<file path="src/rtl/alu_pkg.sv">
// Shared opcode encodings, datapath width and opcode helpers for the ALU and its sequencer.
package alu_pkg;

    localparam int DATA_W = 32;

    localparam logic [2:0] OP_AND = 3'b001;
    localparam logic [2:0] OP_XOR = 3'b010;
    localparam logic [2:0] OP_OR  = 3'b011;
    localparam logic [2:0] OP_ADD = 3'b101;
    localparam logic [2:0] OP_SUB = 3'b110;

    // Only the arithmetic opcodes produce a meaningful overflow flag
    function automatic logic is_addsub(input logic [2:0] op);
        return (op == OP_ADD) || (op == OP_SUB);
    endfunction

endpackage

</file>
<file path="src/rtl/alu.sv">
// Combinational 32-bit ALU: AND/XOR/OR/ADD/SUB with signed add/sub overflow.
// Unrecognised opcodes pass operand1 through unchanged.
module alu
    import alu_pkg::*;
(
    input  logic [DATA_W-1:0] operand1,
    input  logic [DATA_W-1:0] operand2,
    input  logic [2:0]        aluop,
    output logic [DATA_W-1:0] alu_out,
    output logic              add_sub_overflow
);

    logic [DATA_W-1:0] w_sum;
    logic [DATA_W-1:0] w_diff;
    logic              w_add_ovf;
    logic              w_sub_ovf;

    assign w_sum  = operand1 + operand2;
    assign w_diff = operand1 - operand2;

    // Signed overflow: result sign disagrees with what the operand signs allow
    assign w_add_ovf = (operand1[DATA_W-1] == operand2[DATA_W-1]) && (w_sum[DATA_W-1]  != operand1[DATA_W-1]);
    assign w_sub_ovf = (operand1[DATA_W-1] != operand2[DATA_W-1]) && (w_diff[DATA_W-1] != operand1[DATA_W-1]);

    assign add_sub_overflow = (aluop == OP_SUB) ? w_sub_ovf : w_add_ovf;

    // Result mux selected by opcode
    always_comb begin
        alu_out = operand1;
        case (aluop)
            OP_AND:  alu_out = operand1 & operand2;
            OP_XOR:  alu_out = operand1 ^ operand2;
            OP_OR:   alu_out = operand1 | operand2;
            OP_ADD:  alu_out = w_sum;
            OP_SUB:  alu_out = w_diff;
            default: alu_out = operand1;
        endcase
    end

endmodule

</file>
<file path="src/rtl/sat_counter.sv">
// Saturating event counter; a clear in the same cycle as an event leaves the count at one.
module sat_counter #(
    parameter int CNT_W = 16
) (
    input  logic             clk,
    input  logic             rst,
    input  logic             inc,
    input  logic             clr,
    output logic [CNT_W-1:0] cnt
);

    localparam logic [CNT_W-1:0] CNT_ONE = {{(CNT_W-1){1'b0}}, 1'b1};
    localparam logic [CNT_W-1:0] CNT_MAX = {CNT_W{1'b1}};

    logic [CNT_W-1:0] r_cnt;

    // Clear takes priority, then the current event is counted; sticks at all-ones
    always_ff @(posedge clk) begin
        if (rst) begin
            r_cnt <= {CNT_W{1'b0}};
        end else if (clr) begin
            r_cnt <= inc ? CNT_ONE : {CNT_W{1'b0}};
        end else if (inc && (r_cnt != CNT_MAX)) begin
            r_cnt <= r_cnt + CNT_ONE;
        end else begin
            r_cnt <= r_cnt;
        end
    end

    assign cnt = r_cnt;

endmodule

</file>
<file path="src/rtl/alu_cmd_sequencer.sv">
// Two-stage valid/ready front-end for the combinational ALU: S1 holds the issued command
// and drives the ALU, S2 holds the tagged result; overflow and command statistics on retirement.
module alu_cmd_sequencer
    import alu_pkg::*;
#(
    parameter int TAG_W = 4,
    parameter int CNT_W = 16
) (
    input  logic              clk,
    input  logic              rst,
    input  logic              cmd_valid,
    output logic              cmd_ready,
    input  logic [2:0]        cmd_op,
    input  logic [DATA_W-1:0] cmd_a,
    input  logic [DATA_W-1:0] cmd_b,
    input  logic [TAG_W-1:0]  cmd_tag,
    output logic              rsp_valid,
    input  logic              rsp_ready,
    output logic [DATA_W-1:0] rsp_data,
    output logic              rsp_ovf,
    output logic [TAG_W-1:0]  rsp_tag,
    input  logic              stat_clr,
    output logic              stat_ovf_sticky,
    output logic [CNT_W-1:0]  stat_cmd_cnt,
    output logic [CNT_W-1:0]  stat_ovf_cnt
);

    logic              r_s1_valid;
    logic [2:0]        r_s1_op;
    logic [DATA_W-1:0] r_s1_a;
    logic [DATA_W-1:0] r_s1_b;
    logic [TAG_W-1:0]  r_s1_tag;

    logic              r_s2_valid;
    logic [DATA_W-1:0] r_s2_data;
    logic              r_s2_ovf;
    logic [TAG_W-1:0]  r_s2_tag;

    logic              r_ovf_sticky;

    logic              w_s2_adv;
    logic              w_s1_adv;
    logic              w_cmd_fire;
    logic              w_rsp_fire;
    logic              w_ovf_fire;
    logic [DATA_W-1:0] w_alu_out;
    logic              w_alu_ovf;

    assign w_s2_adv   = !r_s2_valid || rsp_ready;
    assign w_s1_adv   = !r_s1_valid || w_s2_adv;
    assign cmd_ready  = w_s1_adv && !rst;
    assign w_cmd_fire = cmd_valid && cmd_ready;
    assign w_rsp_fire = r_s2_valid && rsp_ready;
    assign w_ovf_fire = w_rsp_fire && r_s2_ovf;

    // S1: capture the command on handshake, otherwise hold or drain
    always_ff @(posedge clk) begin
        if (rst) begin
            r_s1_valid <= 1'b0;
            r_s1_op    <= 3'b000;
            r_s1_a     <= {DATA_W{1'b0}};
            r_s1_b     <= {DATA_W{1'b0}};
            r_s1_tag   <= {TAG_W{1'b0}};
        end else begin
            r_s1_valid <= w_s1_adv ? w_cmd_fire : r_s1_valid;
            if (w_cmd_fire) begin
                r_s1_op  <= cmd_op;
                r_s1_a   <= cmd_a;
                r_s1_b   <= cmd_b;
                r_s1_tag <= cmd_tag;
            end else begin
                r_s1_op  <= r_s1_op;
                r_s1_a   <= r_s1_a;
                r_s1_b   <= r_s1_b;
                r_s1_tag <= r_s1_tag;
            end
        end
    end

    alu u_alu (
        .operand1         (r_s1_a),
        .operand2         (r_s1_b),
        .aluop            (r_s1_op),
        .alu_out          (w_alu_out),
        .add_sub_overflow (w_alu_ovf)
    );

    // S2: latch the ALU result when it can advance; payload is held under backpressure
    always_ff @(posedge clk) begin
        if (rst) begin
            r_s2_valid <= 1'b0;
            r_s2_data  <= {DATA_W{1'b0}};
            r_s2_ovf   <= 1'b0;
            r_s2_tag   <= {TAG_W{1'b0}};
        end else if (w_s2_adv) begin
            r_s2_valid <= r_s1_valid;
            if (r_s1_valid) begin
                r_s2_data <= w_alu_out;
                r_s2_ovf  <= is_addsub(r_s1_op) && w_alu_ovf;
                r_s2_tag  <= r_s1_tag;
            end else begin
                r_s2_data <= r_s2_data;
                r_s2_ovf  <= r_s2_ovf;
                r_s2_tag  <= r_s2_tag;
            end
        end else begin
            r_s2_valid <= r_s2_valid;
            r_s2_data  <= r_s2_data;
            r_s2_ovf   <= r_s2_ovf;
            r_s2_tag   <= r_s2_tag;
        end
    end

    assign rsp_valid = r_s2_valid;
    assign rsp_data  = r_s2_data;
    assign rsp_ovf   = r_s2_ovf;
    assign rsp_tag   = r_s2_tag;

    // Sticky overflow: a clear coinciding with a retirement leaves that retirement's flag
    always_ff @(posedge clk) begin
        if (rst) begin
            r_ovf_sticky <= 1'b0;
        end else if (stat_clr) begin
            r_ovf_sticky <= w_ovf_fire;
        end else begin
            r_ovf_sticky <= r_ovf_sticky || w_ovf_fire;
        end
    end

    assign stat_ovf_sticky = r_ovf_sticky;

    sat_counter #(.CNT_W(CNT_W)) u_cmd_cnt (
        .clk (clk),
        .rst (rst),
        .inc (w_rsp_fire),
        .clr (stat_clr),
        .cnt (stat_cmd_cnt)
    );

    sat_counter #(.CNT_W(CNT_W)) u_ovf_cnt (
        .clk (clk),
        .rst (rst),
        .inc (w_ovf_fire),
        .clr (stat_clr),
        .cnt (stat_ovf_cnt)
    );

endmodule

</file>
<file path="config.mk">
export PLATFORM = sky130hd
export DESIGN_NAME = alu_cmd_sequencer
export DESIGN_NICKNAME = d
export VERILOG_FILES = /design/src/rtl/alu_pkg.sv /design/src/rtl/alu.sv /design/src/rtl/sat_counter.sv /design/src/rtl/alu_cmd_sequencer.sv
export SDC_FILE = /design/constraint.sdc
export NUM_CORES = 1
export LEC_CHECK = 0
export BUFFER_PORTS_ARGS = -buffer_cell sky130_fd_sc_hd__buf_2
export CORE_ASPECT_RATIO = 0.7
export CORE_MARGIN = 4
export CORE_UTILIZATION = 44
export DETAILED_ROUTE_END_ITERATION = 10
export PLACE_DENSITY = 0.67
export SETUP_SLACK_MARGIN = 0.5
export SLEW_MARGIN = 30
export SYNTH_ARGS = -nofsm -noshare
export SYNTH_HDL_FRONTEND = slang
export SYNTH_SLANG_ARGS = --single-unit
</file>
<file path="constraint.sdc">
create_clock -name clk -period 3.29 [get_ports clk]
set_input_delay 0.658 -clock clk [delete_from_list [all_inputs] [get_ports clk]]
set_output_delay 0.658 -clock clk [all_outputs]
set_load 0.05 [all_outputs]
</file>
# After elaboration in Yosys (flattened, before gate mapping)
# Index checks and enable logic that the tools add are counted.
[word_totals]
register_bits = 143
inputBits = 76
output_inout_bits = 72
word_cells = 58
[op_classes]
addsub = 4
eq_ne = 11
n_mux = 9
bitwise_logic = 3
reduce_logical = 19
[op_table]
columns = ["op", "n"]
rows = [
  ["32-bit case mux with 5 select lines", 1],
  ["16-bit two-way mux", 4],
  ["16-bit by 1-bit adder with 16-bit output (second input constant)", 2],
  ["32-bit adder", 1],
  ["32-bit AND", 1],
  ["16-bit inequality test (second input constant)", 2],
  ["32-bit OR", 1],
  ["32-bit subtractor", 1],
  ["32-bit bitwise XOR", 1],
  ["1-bit logical AND", 9],
  ["3-bit by 2-bit equality test with 1-bit output (second input constant)", 2],
  ["3-bit equality test (second input constant)", 2],
  ["1-bit logical OR", 4],
  ["1-bit two-way mux", 4],
  ["2-bit nonzero test", 2],
  ["3-bit by 1-bit equality test with 1-bit output (second input constant)", 1],
  ["1-bit logical NOT", 3],
  ["1-bit inequality test", 3],
  ["2-bit AND reduction", 1],
  ["1-bit equality test", 1],
]

# Logic depth before layout (Yosys ltp)
[depth]
ltp_word = 5
mapped_depth = 12
depth_no_buf = 12

# Modules after synthesis
# From an unflattened synthesis, not the netlist that was laid out.
[hier_totals]
cells_unflattened = 1528
area_unflattened_um2 = 12139.1
[by_module_without_submodules]
columns = ["module", "n_inst", "cells_each", "area_per_inst_um2", "seq_area_each_um2"]
rows = [
  ["alu", 1, 914, 5829.3, 0.0],
  ["alu_cmd_sequencer", 1, 416, 4628.2, 2222.1],
  ["sat_counter", 2, 99, 840.8, 320.3],
]

# Least setup slack after synthesis
# No wires, ideal clock.
[synth_timing]
kind = "flip-flop to flip-flop"
from = "register r_s1_a[0]"
to = "register r_s2_data[26] (netlist: rsp_data[26])"
setup_time_ps = 116
arrival_time_ps = 2768
required_time_ps = 3174
path_slack_ps = 406
path_stages_with_launch = 13
n_path_buf = 0
period_less_slack_ps = 2884
cell_sequence = "dfxtp_1 ha_1 inv_1 fa_1 nand2b_4 a2111oi_4 o2111ai_2 a21oi_2 a211o_4 a31o_1 nand2b_1 a221o_1 and3_1"
[synth_via]
elab_chain_cells = 2
word_cells_on_any_way = 3
cone_classes = "add/sub: 2; mux: 1"
[synth_lines]
columns = ["element", "line_no", "rtl"]
rows = [
  ["start: declaration", "alu_cmd_sequencer.sv:30", "logic [DATA_W-1:0] r_s1_a;"],
  ["start signal: assignment", "alu_cmd_sequencer.sv:61", "r_s1_a <= {DATA_W{1'b0}};"],
  ["start signal: assignment", "alu_cmd_sequencer.sv:68", "r_s1_a <= cmd_a;"],
  ["start signal: assignment", "alu_cmd_sequencer.sv:73", "r_s1_a <= r_s1_a;"],
  ["32-bit subtractor / 32-bit adder (equally long branches)", "alu.sv:19, alu.sv:18", ""],
  ["32-bit case mux with 5 select lines (*)", "alu.sv:30", "case (aluop)"],
  ["end signal: assignment", "alu_cmd_sequencer.sv:92", "r_s2_data <= {DATA_W{1'b0}};"],
  ["end signal: assignment", "alu_cmd_sequencer.sv:98", "r_s2_data <= w_alu_out;"],
  ["end signal: assignment", "alu_cmd_sequencer.sv:102", "r_s2_data <= r_s2_data;"],
  ["end: declaration", "alu_cmd_sequencer.sv:35", "logic [DATA_W-1:0] r_s2_data;"],
]
# Every way passes the cells marked *; elsewhere a longest branch is shown, timed or not.
# A chain may end at the register's enable or synchronous reset.

# Final worst setup path
[layout_timing]
from = "register r_s1_a[0]"
to = "register r_s2_data[30] (netlist: rsp_data[30])"
# Same word-level chain as after synthesis.

==> results.yml <==
outcome:
  status: "complete, no violations"
worst_setup_path:
  path_max_fanout: 3
  critPathKind: "reg -> reg"
  crit_path_start_kind: "register"
  end_kind: "register"
  reg2reg_depth: 15
  reg2reg_slack_ps: 350
  crit_required_ps: 3620
  worstPathArrival_ps: 3270
placed_design:
  postPlaceCellArea_um2: 12200
  pre_cts_slack_ps: 64.15
  routabilityCongestion: 1.029
  place_hpwl_mm: 28.21
  place.port_buffers: 147
pwr:
  p_leak_nw: 5.713
  p_per_area_nw_per_um2: 437.2
  p_int_mw: 3.757
  switchingPower_mw: 2.285
  p_comb_frac: 0.347
  pwr-share-clk: 0.337
  p_sw_frac: 0.3782
  seq_power_share: 0.317
  irDropWorstVdd_uv: 376.6
flow_run:
  cap_violations: 0
synth:
  synth_cell_types: 82
  synth_nets: 1631
  netlist_top_cells_area: "dfxtp_1 26%, ha_1 12%, a21oi_1 6.4%"
  syn_inst: 1451
  synth_top_cell_by_area: "dfxtp_1"
  ys_warn_count: 0
  async_flop_share: 0
  yosysMostFrequentCell: "nand2_1"
  ys_seq_elements: 143
  synth_edf_count: 0
  synth_area_um2: 10960
  netlist_top_cells_count: "183 x nand2_1, 143 x dfxtp_1, 141 x a21oi_1, 102 x ha_1, 100 x nor2_1"
  seq_area_frac_synth: 0.2613
  synthFlopType: "dfxtp_1"
  avgSynthCellArea_um2: 7.550
  yosys.area.top_type_share: 0.2613
sta:
  fmax_mhz: 340.2
  whs_ps: 406.0
  period_needed_ps: 2939
  finalCritPeriodShare: 0.8934
  slew_headroom: 0.4433
  drv_slew: 0
  setup_slack_ps: 350.6
  rsz0062_at_grt: "true"
  hold_viol: 0
  fin_setup_tns_ps: 0
  tightest_slew_ps: 831.9
  setup_violations: 0
  skew_ps: 15.42
finish:
  area.growth.synth_to_final_pct: 26.16
  layout-drive-gt1-share: 0.2613
  diodes: 0
  finalInstanceArea_um2: 13820
  fin_util: 0.5627
  final_nets: 1797
route:
  antenna_left: 0
  drt_iter0_drc: 1220
  wl_per_cell_um: 20.58
  wirelength_mm: 40.23
  num_vias: 11950
  avgViaCountPerCell: 6.114
  first_pass_iters: 6
  drc: 0
global_routing:
  grt_usage: 0.2797
  grt_pass1_wl_mm: 62.36
  grt_max_degree: 46
  grt_antenna_before_repair: 0
  grt_pass1_vias: 11160
  grt_overflow: 0
clocking:
  ctsHoldBuffers: 0
  clkLatencyLatePin_ps: 450
  path_clk_slew_ps: 70
  cts_tree: "done"
  cts_max_path_buffers: 2
  root_buffer: "clkbuf_16"
  cts.sinks: 143
  numCtsBuffers: 17
  htree_levels: 4
floorplan:
  die_x_um: 196.6
  core_area_um2: 24560
  rows: 48
  io_pins: 148
  start_util: 0.4460
  fp.dieH_um: 140.0
  dieArea_um2: 27530
worst_hold_path:
  hold_class: "in -> reg"
  whs_path_depth: 3
cells in the final DEF (no fill, tap or decap), types with 11 or more instances in the layout:
| master | instances |
|---|---|
| nand2_1 | 182 |
| buf_2 | 146 |
| dfxtp_1 | 133 |
| a21oi_1 | 127 |
| buf_4 | 96 |
| nor2_1 | 95 |
| inv_1 | 90 |
| ha_1 | 82 |
| o31ai_1 | 78 |
| o21ai_0 | 61 |
| nor3_1 | 25 |
| nand3_1 | 24 |
| nand4_1 | 20 |
| nor2b_1 | 18 |
| a21o_1 | 18 |
| clkbuf_16 | 17 |
| xor2_1 | 16 |
| ha_4 | 16 |
| inv_2 | 15 |
| or3_1 | 15 |
| o211ai_1 | 14 |
| o21ai_1 | 13 |
| xnor2_1 | 13 |
| a21oi_2 | 12 |
| o21a_1 | 11 |
| nand2b_1 | 11 |
area by class of cell:
class	count	area (µm²)
Tap cell	325	406.6
Multi-Input combinational cell	1100	8001
Fill cell	2287	10740
Clock buffer	18	439.2
Inverter	107	404.1
Clock inverter	14	156.4
Sequential cell	143	2878
Timing Repair Buffer	248	1536
worst max-delay path, cell delays in order, from the launching register on:
cell	delay, ps
dfxtp_4	370
buf_4	110
inv_2	50
ha_4	160
fa_2	340
o21bai_1	170
a21oi_2	110
o211ai_1	220
nand2_1	130
o31ai_2	190
buf_4	170
buf_4	120
a21oi_1	80
a211oi_1	180
o21ba_2	180
a211o_1	250
per-layer routing:
metal / vias up / global-route usage / share of wire
met3: 90 / 0.06396 / 0.10
met2: 634 / 0.4027 / 0.41
li1: 5579 / - / -
met1: 5650 / 0.4161 / 0.46
met5: - / 0 / 0
met4: 0 / 0.08169 / 0.026
path summary, 6_finish.rpt:
path | from | to
hold reg to reg | rsp_data[12] | rsp_data[12]
setup / recovery | r_s1_a[0] | rsp_data[30]
setup reg to reg | r_s1_a[0] | rsp_data[30]
hold / removal | cmd_b[15] | r_s1_b[15]
per-stage QoR:
step	total power, mW	std cells
5_1_grt	6.281	1955
4_1_cts	5.821	1933
3_3_place_gp	3.653	1886
2_1_floorplan	3.114	1451
6_report	6.043	1955
3_5_place_dp	3.663	1886
repair_timing:
action	in CTS	in global routing
setup buffers	15	22
endpoints found under the setup margin	24	25
pin swaps	22	40
resized for setup	66	81
power groups by stage:
| stage | clock network (mW) | registers, mW | logic (mW) |
|---|---|---|---|
| after floorplan | 0 | 2.03 | 1.09 |
| after global placement | 0 | 1.94 | 1.71 |
| after detailed placement | 0 | 1.95 | 1.72 |
| after CTS | 2.06 | 1.91 | 1.85 |
| after global routing | 2.12 | 1.92 | 2.24 |
| final | 2.03 | 1.91 | 2.09 |
sequential cells by signal, indices dropped and copies added (netlist names), 3 cells and up:
| name | cells |
|---|---|
| r_s1_op | 3 |
| rsp_data | 32 |
| u_ovf_cnt.cnt | 16 |
| r_s1_b | 32 |
| r_s1_a | 32 |
| rsp_tag | 4 |
| u_cmd_cnt.cnt | 16 |
| r_s1_tag | 4 |
cells by family after synthesis:
family / after synthesis / synth area share
buffers and inverters: 208 / 0.07492
muxes: 13 / 0.01325
AOI/OAI and AO/OA: 500 / 0.3136
xor gates and xnor gates: 30 / 0.02398
DFF: 143 / 0.2613
adders and majority gates: 104 / 0.1201
and+or+nand+nor: 453 / 0.1928
(Power assumes the default switching activity.)
